--- src/rtl/jt89_cmd_pkg.sv ---
// Shared definitions for the jt89 command writer: command kinds, byte headers, FSM codes, byte encoder.
// Latency: none (constants and a pure function).
// Backpressure: not applicable.
package jt89_cmd_pkg;

    // cmd_kind encodings
    localparam logic [1:0] KIND_TONE  = 2'd0;
    localparam logic [1:0] KIND_VOL   = 2'd1;
    localparam logic [1:0] KIND_NOISE = 2'd2;
    localparam logic [1:0] KIND_RSVD  = 2'd3;

    // SN76489 byte header fields
    localparam logic       LATCH_BIT = 1'b1;
    localparam logic [2:0] REG_NOISE = 3'b110;

    // Strobe FSM state codes
    localparam logic [2:0] ST_IDLE  = 3'd0;
    localparam logic [2:0] ST_LOW1  = 3'd1;
    localparam logic [2:0] ST_HIGH1 = 3'd2;
    localparam logic [2:0] ST_LOW2  = 3'd3;
    localparam logic [2:0] ST_HIGH2 = 3'd4;

    typedef struct packed {
        logic [1:0] kind;
        logic [1:0] ch;
        logic [9:0] data;
    } cmd_t;

    // First byte is the latch/volume/noise byte; second is the tone high-bits data byte.
    function automatic logic [7:0] enc_byte(input cmd_t c, input logic second);
        logic [7:0] b;
        b = 8'h00;
        if (second) begin
            b = {2'b00, c.data[9:4]};
        end else begin
            case (c.kind)
                KIND_TONE:  b = {LATCH_BIT, c.ch, 1'b0, c.data[3:0]};
                KIND_VOL:   b = {LATCH_BIT, c.ch, 1'b1, c.data[3:0]};
                KIND_NOISE: b = {LATCH_BIT, REG_NOISE, 1'b0, c.data[2:0]};
                default:    b = 8'h00;
            endcase
        end
        return b;
    endfunction

endpackage

--- src/rtl/jt89_cmd_writer_if.sv ---
// Command handshake bundle between a command source and the jt89 command writer.
// Latency: none (wires only).
// Backpressure: source holds cmd_valid and fields until cmd_ready is seen at a rising edge.
// Signals: cmd_valid, cmd_ready, cmd_kind[1:0], cmd_ch[1:0], cmd_data[9:0].
interface jt89_cmd_writer_if;
    logic       cmd_valid;
    logic       cmd_ready;
    logic [1:0] cmd_kind;
    logic [1:0] cmd_ch;
    logic [9:0] cmd_data;

    modport master (
        output cmd_valid, cmd_kind, cmd_ch, cmd_data,
        input  cmd_ready
    );

    modport slave (
        input  cmd_valid, cmd_kind, cmd_ch, cmd_data,
        output cmd_ready
    );
endinterface

--- src/rtl/jt89_wr_strobe.sv ---
// Phase counter and wr_n generator: one or two low/high strobe pulses per start.
// Latency: wr_n is low in the cycle after the start edge; idle returns after 1 or 2 x (WR_LOW+WR_HIGH) cycles.
// Backpressure: start is only honoured while idle; more is sampled at the end of the first high phase.
// Ports: clk, rst (sync, active high), start, more -> wr_n, phase_done, idle.
module jt89_wr_strobe
    import jt89_cmd_pkg::*;
#(
    parameter int WR_LOW  = 1,
    parameter int WR_HIGH = 1
) (
    input  logic clk,
    input  logic rst,
    input  logic start,
    input  logic more,
    output logic wr_n,
    output logic phase_done,
    output logic idle
);

    localparam logic [3:0] LOW_LAST  = 4'(WR_LOW - 1);
    localparam logic [3:0] HIGH_LAST = 4'(WR_HIGH - 1);

    logic [2:0] state_q, state_d;
    logic [3:0] cnt_q, cnt_d;
    logic       wr_n_q, wr_n_d;
    logic       in_low;
    logic [3:0] last;

    always_comb begin
        in_low     = (state_q == ST_LOW1) || (state_q == ST_LOW2);
        last       = in_low ? LOW_LAST : HIGH_LAST;
        phase_done = (state_q != ST_IDLE) && (cnt_q == last);

        state_d = state_q;
        cnt_d   = cnt_q + 4'd1;
        if ((state_q == ST_IDLE) || phase_done) begin
            cnt_d = 4'd0;
        end

        case (state_q)
            ST_IDLE:  if (start)      state_d = ST_LOW1;
            ST_LOW1:  if (phase_done) state_d = ST_HIGH1;
            ST_HIGH1: if (phase_done) state_d = more ? ST_LOW2 : ST_IDLE;
            ST_LOW2:  if (phase_done) state_d = ST_HIGH2;
            ST_HIGH2: if (phase_done) state_d = ST_IDLE;
            default:                  state_d = ST_IDLE;
        endcase

        // Registered from the next state so the strobe leaves a flop cleanly.
        wr_n_d = !((state_d == ST_LOW1) || (state_d == ST_LOW2));
    end

    always_ff @(posedge clk) begin
        if (rst) begin
            state_q <= ST_IDLE;
            cnt_q   <= 4'd0;
            wr_n_q  <= 1'b1;
        end else begin
            state_q <= state_d;
            cnt_q   <= cnt_d;
            wr_n_q  <= wr_n_d;
        end
    end

    assign wr_n = wr_n_q;
    assign idle = (state_q == ST_IDLE);

endmodule

--- src/rtl/jt89_cmd_writer.sv ---
// Serialises tone/volume/noise commands into SN76489 byte writes on wr_n/dout (optional shadows: JT89_CMD_SHADOW_EN).
// Latency: wr_n low the cycle after accept; ready again after 1+WR_LOW+WR_HIGH (one byte) or 1+2x that (tone).
// Backpressure: cmd_ready only while the strobe is idle; dropped commands keep cmd_ready high.
// Ports: clk, rst (sync, active high), cmd (slave handshake), wr_n, dout[7:0], busy, err.
module jt89_cmd_writer
    import jt89_cmd_pkg::*;
#(
    parameter int WR_LOW  = 1,
    parameter int WR_HIGH = 1
) (
    input  logic              clk,
    input  logic              rst,
    jt89_cmd_writer_if.slave  cmd,
    output logic              wr_n,
    output logic [7:0]        dout,
    output logic              busy,
    output logic              err
);

    cmd_t       in_cmd;
    cmd_t       cmd_q, cmd_d;
    logic [7:0] dout_q, dout_d;
    logic       more_q, more_d;
    logic       err_q, err_d;

    logic ready;
    logic accept;
    logic illegal;
    logic redundant;
    logic two;
    logic start;
    logic phase_done;
    logic strobe_idle;
    logic strobe_wr_n;

    assign in_cmd  = '{kind: cmd.cmd_kind, ch: cmd.cmd_ch, data: cmd.cmd_data};
    assign ready   = strobe_idle;
    assign accept  = cmd.cmd_valid && ready;
    assign illegal = (in_cmd.kind == KIND_RSVD) ||
                     ((in_cmd.kind == KIND_TONE) && (in_cmd.ch == 2'd3));
    assign start   = accept && !illegal && !redundant;

`ifdef JT89_CMD_SHADOW_EN
    // Mirrors of the PSG registers, reset to the PSG's own reset values.
    logic [3:0][9:0] tone_sh_q, tone_sh_d;
    logic [3:0][3:0] vol_sh_q, vol_sh_d;
    logic [2:0]      ctrl3_q, ctrl3_d;

    always_comb begin
        tone_sh_d = tone_sh_q;
        vol_sh_d  = vol_sh_q;
        ctrl3_d   = ctrl3_q;

        redundant = 1'b0;
        if ((in_cmd.kind == KIND_TONE) && !illegal) begin
            redundant = (tone_sh_q[in_cmd.ch] == in_cmd.data);
        end else if (in_cmd.kind == KIND_VOL) begin
            redundant = (vol_sh_q[in_cmd.ch] == in_cmd.data[3:0]);
        end
        // Noise writes always go out: each one restarts the LFSR.

        // Data byte only needed when the high bits actually change.
        two = (in_cmd.kind == KIND_TONE) &&
              (tone_sh_q[in_cmd.ch][9:4] != in_cmd.data[9:4]);

        if (accept && !illegal) begin
            case (in_cmd.kind)
                KIND_TONE:  tone_sh_d[in_cmd.ch] = in_cmd.data;
                KIND_VOL:   vol_sh_d[in_cmd.ch]  = in_cmd.data[3:0];
                KIND_NOISE: ctrl3_d              = in_cmd.data[2:0];
                default:    ;
            endcase
        end
    end

    always_ff @(posedge clk) begin
        if (rst) begin
            tone_sh_q <= '0;
            vol_sh_q  <= {4{4'hF}};
            ctrl3_q   <= 3'b100;
        end else begin
            tone_sh_q <= tone_sh_d;
            vol_sh_q  <= vol_sh_d;
            ctrl3_q   <= ctrl3_d;
        end
    end
`else
    assign redundant = 1'b0;
    assign two       = (in_cmd.kind == KIND_TONE);
`endif

    always_comb begin
        cmd_d  = cmd_q;
        dout_d = dout_q;
        more_d = more_q;
        err_d  = accept && illegal;

        if (accept) begin
            cmd_d = in_cmd;
        end

        if (start) begin
            dout_d = enc_byte(in_cmd, 1'b0);
            more_d = two;
        end else if (more_q && phase_done && strobe_wr_n) begin
            // End of first high phase with a data byte pending: entering LOW2.
            dout_d = enc_byte(cmd_q, 1'b1);
            more_d = 1'b0;
        end
    end

    always_ff @(posedge clk) begin
        if (rst) begin
            cmd_q  <= '0;
            dout_q <= 8'h00;
            more_q <= 1'b0;
            err_q  <= 1'b0;
        end else begin
            cmd_q  <= cmd_d;
            dout_q <= dout_d;
            more_q <= more_d;
            err_q  <= err_d;
        end
    end

    jt89_wr_strobe #(
        .WR_LOW  (WR_LOW),
        .WR_HIGH (WR_HIGH)
    ) u_strobe (
        .clk        (clk),
        .rst        (rst),
        .start      (start),
        .more       (more_q),
        .wr_n       (strobe_wr_n),
        .phase_done (phase_done),
        .idle       (strobe_idle)
    );

    assign cmd.cmd_ready = ready;
    assign wr_n          = strobe_wr_n;
    assign dout          = dout_q;
    assign busy          = !ready;
    assign err           = err_q;

endmodule

--- src/flat_wrapper.sv ---
// flat-port wrapper written by rule: the top's interface ports become plain ports
module jt89_cmd_writer_flat import jt89_cmd_pkg::*;
#(
    parameter int WR_LOW  = 1,
    parameter int WR_HIGH = 1
)
  (clk, rst, wr_n, dout, busy, err, cmd_cmd_valid, cmd_cmd_kind, cmd_cmd_ch, cmd_cmd_data, cmd_cmd_ready);
  jt89_cmd_writer_if cmd_i ();
  input  logic clk;
  input  logic rst;
  output logic wr_n;
  output logic [7:0] dout;
  output logic busy;
  output logic err;
  input wire logic [$bits(cmd_i.cmd_valid)-1:0] cmd_cmd_valid;
  input wire logic [$bits(cmd_i.cmd_kind)-1:0] cmd_cmd_kind;
  input wire logic [$bits(cmd_i.cmd_ch)-1:0] cmd_cmd_ch;
  input wire logic [$bits(cmd_i.cmd_data)-1:0] cmd_cmd_data;
  output wire logic [$bits(cmd_i.cmd_ready)-1:0] cmd_cmd_ready;
  assign cmd_i.cmd_valid = cmd_cmd_valid;
  assign cmd_i.cmd_kind = cmd_cmd_kind;
  assign cmd_i.cmd_ch = cmd_cmd_ch;
  assign cmd_i.cmd_data = cmd_cmd_data;
  assign cmd_cmd_ready = cmd_i.cmd_ready;
  jt89_cmd_writer #(.WR_LOW(WR_LOW), .WR_HIGH(WR_HIGH)) u_core (.clk(clk), .rst(rst), .cmd(cmd_i), .wr_n(wr_n), .dout(dout), .busy(busy), .err(err));
endmodule
--- config.mk ---
export PLATFORM = sky130hd
export DESIGN_NAME = jt89_cmd_writer_flat
export DESIGN_NICKNAME = d
export VERILOG_FILES = /design/src/rtl/jt89_cmd_pkg.sv /design/src/rtl/jt89_cmd_writer_if.sv /design/src/rtl/jt89_wr_strobe.sv /design/src/rtl/jt89_cmd_writer.sv /design/src/flat_wrapper.sv
export SDC_FILE = /design/constraint.sdc
export NUM_CORES = 1
export LEC_CHECK = 0
export ABC_AREA = 1
export BUFFER_PORTS_ARGS = -buffer_cell sky130_fd_sc_hd__buf_2
export CAP_MARGIN = 25
export CORE_AREA = 2 2 50 52
export CTS_BUF_LIST = sky130_fd_sc_hd__clkbuf_8 sky130_fd_sc_hd__clkbuf_16
export CTS_CLUSTER_SIZE = 28
export DETAILED_ROUTE_END_ITERATION = 16
export DIE_AREA = 0 0 52 54
export PLACE_DENSITY = 0.78
export SLEW_MARGIN = 10
export SYNTH_ARGS = -nofsm -noshare
export SYNTH_HDL_FRONTEND = slang
export SYNTH_HIERARCHICAL = 1
export SYNTH_SLANG_ARGS = --single-unit
--- constraint.sdc ---
create_clock -name clk -period 3.75 [get_ports clk]
set_input_delay 0.75 -clock clk [delete_from_list [all_inputs] [get_ports clk]]
set_output_delay 0.75 -clock clk [all_outputs]
set_load 0.05 [all_outputs]
Word level (Yosys, flattened, before mapping)
Index checks and enable logic that the tools add are counted.
{"block": "totals", "input_bits": 17, "output_inout_bits": 12, "ff_bits": 28}
{"block": "op_classes", "addsub": 1, "n_mux": 12, "n_eq_ne": 10, "reduce_logical": 19}
{"op": "case mux 8 bit (3 select lines)", "count": 1}
{"op": "two-way mux 8 bit", "count": 2}
{"op": "two-way mux 3 bit", "count": 5}
{"op": "case mux 3 bit (5 select lines)", "count": 1}
{"op": "equality test 3 x 2 -> 1 bit (second input constant)", "count": 3}
{"op": "logical AND 1 bit", "count": 7}
{"op": "equality test 2 bit (second input constant)", "count": 3}
{"op": "equality test 3 x 1 -> 1 bit (second input constant)", "count": 2}
{"op": "adder 4 x 1 -> 4 bit (second input constant)", "count": 1}
{"op": "zero test 4 bit", "count": 1}
{"op": "equality test 3 bit (second input constant)", "count": 1}
{"op": "zero test 1 bit", "count": 3}
{"op": "zero test 3 bit", "count": 1}
{"op": "logical OR 1 bit", "count": 3}
{"op": "nonzero test 3 bit", "count": 1}
{"op": "equality test 2 x 1 -> 1 bit (second input constant)", "count": 1}
{"op": "zero test 2 bit", "count": 1}
{"op": "two-way mux 1 bit", "count": 2}
{"op": "two-way mux 2 bit", "count": 1}
{"op": "nonzero test 2 bit", "count": 1}
{"op": "OR reduction 2 bit", "count": 1}

Longest topological paths before layout
{"block": "logic_depth", "word_depth": 10, "mapped_depth": 12, "ltp_nobuf": 12}

By module
The synthesis kept the hierarchy.
{"module": "jt89_cmd_writer", "cells_per_inst": 103, "seq_area_each_um2": 320.3, "n_inst": 1, "area_per_inst_um2": 788.3}
{"module": "jt89_wr_strobe", "cells_per_inst": 54, "seq_area_each_um2": 160.2, "n_inst": 1, "area_per_inst_um2": 391.6}

Worst setup path after synthesis
OpenSTA, ideal clock, no wires.
{"block": "synth_path", "path_kind": "register to output", "from": "register u_core.u_strobe.state_q[2]", "to": "output busy", "t_required_ns": 3.000, "path_slack_ns": 1.660, "arrival_time_ns": 1.340, "path_stages_with_launch": 5, "path_cell_list": "dfxtp_1 inv_2 nand2_1 nor2_2 inv_1"}
{"block": "synth_via", "elab_chain_len": 2}
{"item": "start, declared", "line": "jt89_wr_strobe.sv:23", "text": "logic [2:0] state_q, state_d;"}
{"item": "start signal, assigned", "line": "jt89_wr_strobe.sv:59", "text": "state_q <= state_d;"}
{"item": "zero test 3 bit", "line": "jt89_wr_strobe.sv:66", "text": "assign idle = (state_q == ST_IDLE);"}
{"item": "via cmd_cmd_ready", "line": "flat_wrapper.sv:19", "text": "output wire logic [$bits(cmd_i.cmd_ready)-1:0] cmd_cmd_ready;"}
{"item": "zero test 1 bit", "line": "jt89_cmd_writer.sv:142", "text": "assign busy = !ready;"}
{"item": "end, declared", "line": "flat_wrapper.sv:13", "text": "output logic busy;"}
The timed path passes the listed nets, and every way through them passes these cells.

Worst setup path after layout
{"block": "layout_path", "from": "register u_core.u_strobe.state_q[2]", "to": "output cmd_cmd_ready"}
{"block": "layout_via", "elab_chain_len": 1}
{"item": "zero test 3 bit", "line": "jt89_wr_strobe.sv:66"}
{"item": "end, declared", "line": "flat_wrapper.sv:19"}
No other way between the ends.

==> impl_metrics.yaml <==
floorplan:
  start_util_pct: 50.86
  rows: 18
  dieArea_mm2: 0.002808
  coreArea_mm2: 0.002320
  io_pins: 29
  die_w_um: 52
  die_h_um: 54
routing:
  drc: 0
  wl_per_cell_um: 10.93
  ant_nets: 0
  vias: 1070
  drtIter0Drc: 23
  viasPerCell: 4.977
  drt_pass1_iterations: 4
  drt-total-wl_um: 2351
sta:
  final_hold_viol_count: 0
  fin_crit_sh_pct: 52.59
  skew_ns: 0.003320
  tns_ns: 0
  drv_slew: 0
  rsz0062_at_grt: "no"
  max_freq_mhz: 507.0
  worst_pin_slew_ns: 0.3498
  finalSetupViolCount: 0
  period_minus_slack_ns: 1.972
  maxSlewHeadroom_pct: 76.68
worst_setup_path:
  r2r_slack_ns: 1.98
  cp-start-kind: "register"
  worstSetupPathType: "register to output port"
  cp-end-kind: "output port"
  worstPathMaxFanout: 4
  cp_slowest_cell: "dfxtp_1"
  cp.required_ns: 3.00
  crit_path_end: "cmd_cmd_ready"
  rr_startpoint: "u_core/u_strobe/cnt_q[0]"
  r2r-end: "u_core/dout[4]"
  rr_worst_depth: 10
  crit_chain: "inv_2, nand2_1, nor2_2, buf_2"
  crit_start: "u_core/u_strobe/state_q[2]"
  critical_path.max_stage_delay_ns: 0.34
  cp_data_arrival_time_ns: 1.22
cts:
  cts_buffers: 3
  cts_setup_buffers: 0
  cts_tree: "built"
  cts_buffer_depth: 2
  cts.hold.buffers_added: 0
  clkLatencyLatePin_ns: 0.26
  cts_resized: 0
  cts_root_buffer: "clkbuf_8"
  clock-sinks: 24
  cts_max_level: 1
  clk_pin_slew_ns: 0.08
logic_synthesis:
  yosysTopAreaCellShare_pct: 40.72
  yosys-top-cells-area: "dfxtp_1 41%, nand2_1 11%, nor2_1 5.7%, inv_1 5.4%, nand4_1 5.3%"
  synth_seq_area_share_pct: 40.72
  syn_inst: 157
  synth-main-ff-cell: "dfxtp_1"
  netlist.top_cell.by_area: "dfxtp_1"
  synth_nets: 176
  synth-async-reset-ratio_pct: 0
  synth_enable_flop_cells: 0
  synth_cell_types: 25
  syn_area_mm2: 0.001180
  yosysWarnings: 6
  syn_avg_cell_area_um2: 7.515
  ys_ff_latch: 24
pwr:
  max-vdd-ir-drop_uv: 286.4
  p_leak_uw: 0.0006615
  powerDensity_mw_per_mm2: 399.3
cells_and_area:
  multi_input_area_um2: 598.1
  insertedDiodeCount: 0
  final_util_pct: 59.17
  nFillCells: 227
  seqCellArea_um2: 480.5
  final_area_mm2: 0.001373
  drive_gt1_share_pct: 27.57
  syn_to_final_growth_pct: 16.33
  layout.nets: 206
place:
  portBuffers: 28
  gp_congestion: 0.8044
  dpl_cell_area_mm2: 0.001331
  dp_hpwl_um: 1835
global_routing:
  grt-ovfl-total: 0
  grt_pass1_vias: 1007
  grt_usage_pct: 19.66
  grt_max_degree: 21
  grt_pass1_wl_um: 4050
  antenna_found_initial: 0
job:
  maxCapViolCount: 0
min_path:
  hold_depth: 2
  hp-class: "register to register"
outcome:
  outcome: "finished clean"
==> layout by cell type (no fill, tap or decap), drive strengths merged <==
cell type,netlist,final
nand2,40,40
buf,2,28
dfxtp,24,24
nor2,23,23
inv,20,20
a21oi,14,14
nand3,13,13
nand4,10,10
clkbuf,1,3
a211oi,2,2
o21ai,2,2
ha,2,2
or2,1,1
o21bai,1,1
xor2,1,1
xnor2,1,1
==> synthesized netlist by cell type (3+ instances only) <==
library cell and number:
dfxtp_1 24, nand3_2 3, nand2_1 35, nand4_1 10, nor2_2 4, nand3_1 8
nor2_1 18, a21oi_1 12, inv_1 17, nand2_2 4, inv_2 3
==> metrics by stage <==
| stage | setup WS, ns | std cells | total power [µW] | hold slack [ns] |
|---|---|---|---|---|
| after floorplan | 1.660 | 157 | 378.9 | 0.4297 |
| after global placement | 1.925 | 212 | 404.3 | 0.4481 |
| after detailed placement | 1.862 | 212 | 406.5 | 0.4539 |
| after CTS | 1.765 | 215 | 554.7 | 0.4659 |
| after global routing | 1.698 | 215 | 579.0 | 0.4811 |
| final | 1.778 | 215 | 548.1 | 0.4651 |
==> where the power goes <==
part	leakage [µW]	total, µW	internal [µW]	switching, µW
sequential	0.000197	280	270	9.77
combinational	0.000443	121	33.7	86.9
clock	0.0000216	148	71.8	76.0
total	0.000662	548	375	173
==> final cells by class <==
cell class / instances / area share (%)
Inverter: 20 / 5.469
Multi-Input combinational cell: 110 / 43.57
Tap cell: 30 / 2.735
Timing Repair Buffer: 28 / 10.21
Sequential cell: 24 / 35.00
Clock buffer: 3 / 3.008
==> critical path, delay by kind of cell (launching register included) <==
family / cells / cell delay, ns
flops: 1 / 0.34
buf+inv: 2 / 0.37
simple gates: 2 / 0.24
==> routing by layer <==
metal	vias to the layer above	routed length, µm	share of wire [%]	global-route usage [%]
li1	561	-	-	-
met1	477	948	40	20.72
met2	26	1266	54	37.76
met3	6	99	4.2	2.778
met4	0	36	1.5	10.09
met5	-	0	0	0
==> registers in the layout, summed over array words and instances, names as in the netlist <==
register,cells
u_core/dout,8
u_core/cmd_q,6
u_core/u_strobe/cnt_q,4
u_core/u_strobe/state_q,3
u_core/err,1
u_core/more_q,1
u_core/u_strobe/wr_n,1
==> kinds of logic (layout without fill, tap and decap cells) <==
kind of cell / Yosys count / in the layout / share of synthesized area, %
fa+ha+maj: 2 / 2 / 2.121
simple gates: 87 / 87 / 37.75
xor+xnor: 2 / 2 / 1.485
buf+inv: 23 / 51 / 8.589
flops: 24 / 24 / 40.72
compound gates: 19 / 19 / 9.332
==> worst min path at each step <==
stage / start / slack [ns] / endpoint
after floorplan: u_core/u_strobe/cnt_q[0] / 0.43 / u_core/u_strobe/cnt_q[0]
after global placement: u_core/u_strobe/cnt_q[0] / 0.45 / u_core/u_strobe/cnt_q[0]
after detailed placement: u_core/dout[7] / 0.45 / u_core/dout[7]
after CTS: u_core/dout[7] / 0.47 / u_core/dout[7]
after global routing: u_core/cmd_q[4] / 0.48 / u_core/cmd_q[4]
final: u_core/dout[7] / 0.47 / u_core/dout[7]
No activity file was read; power rests on OpenSTA's default activity.
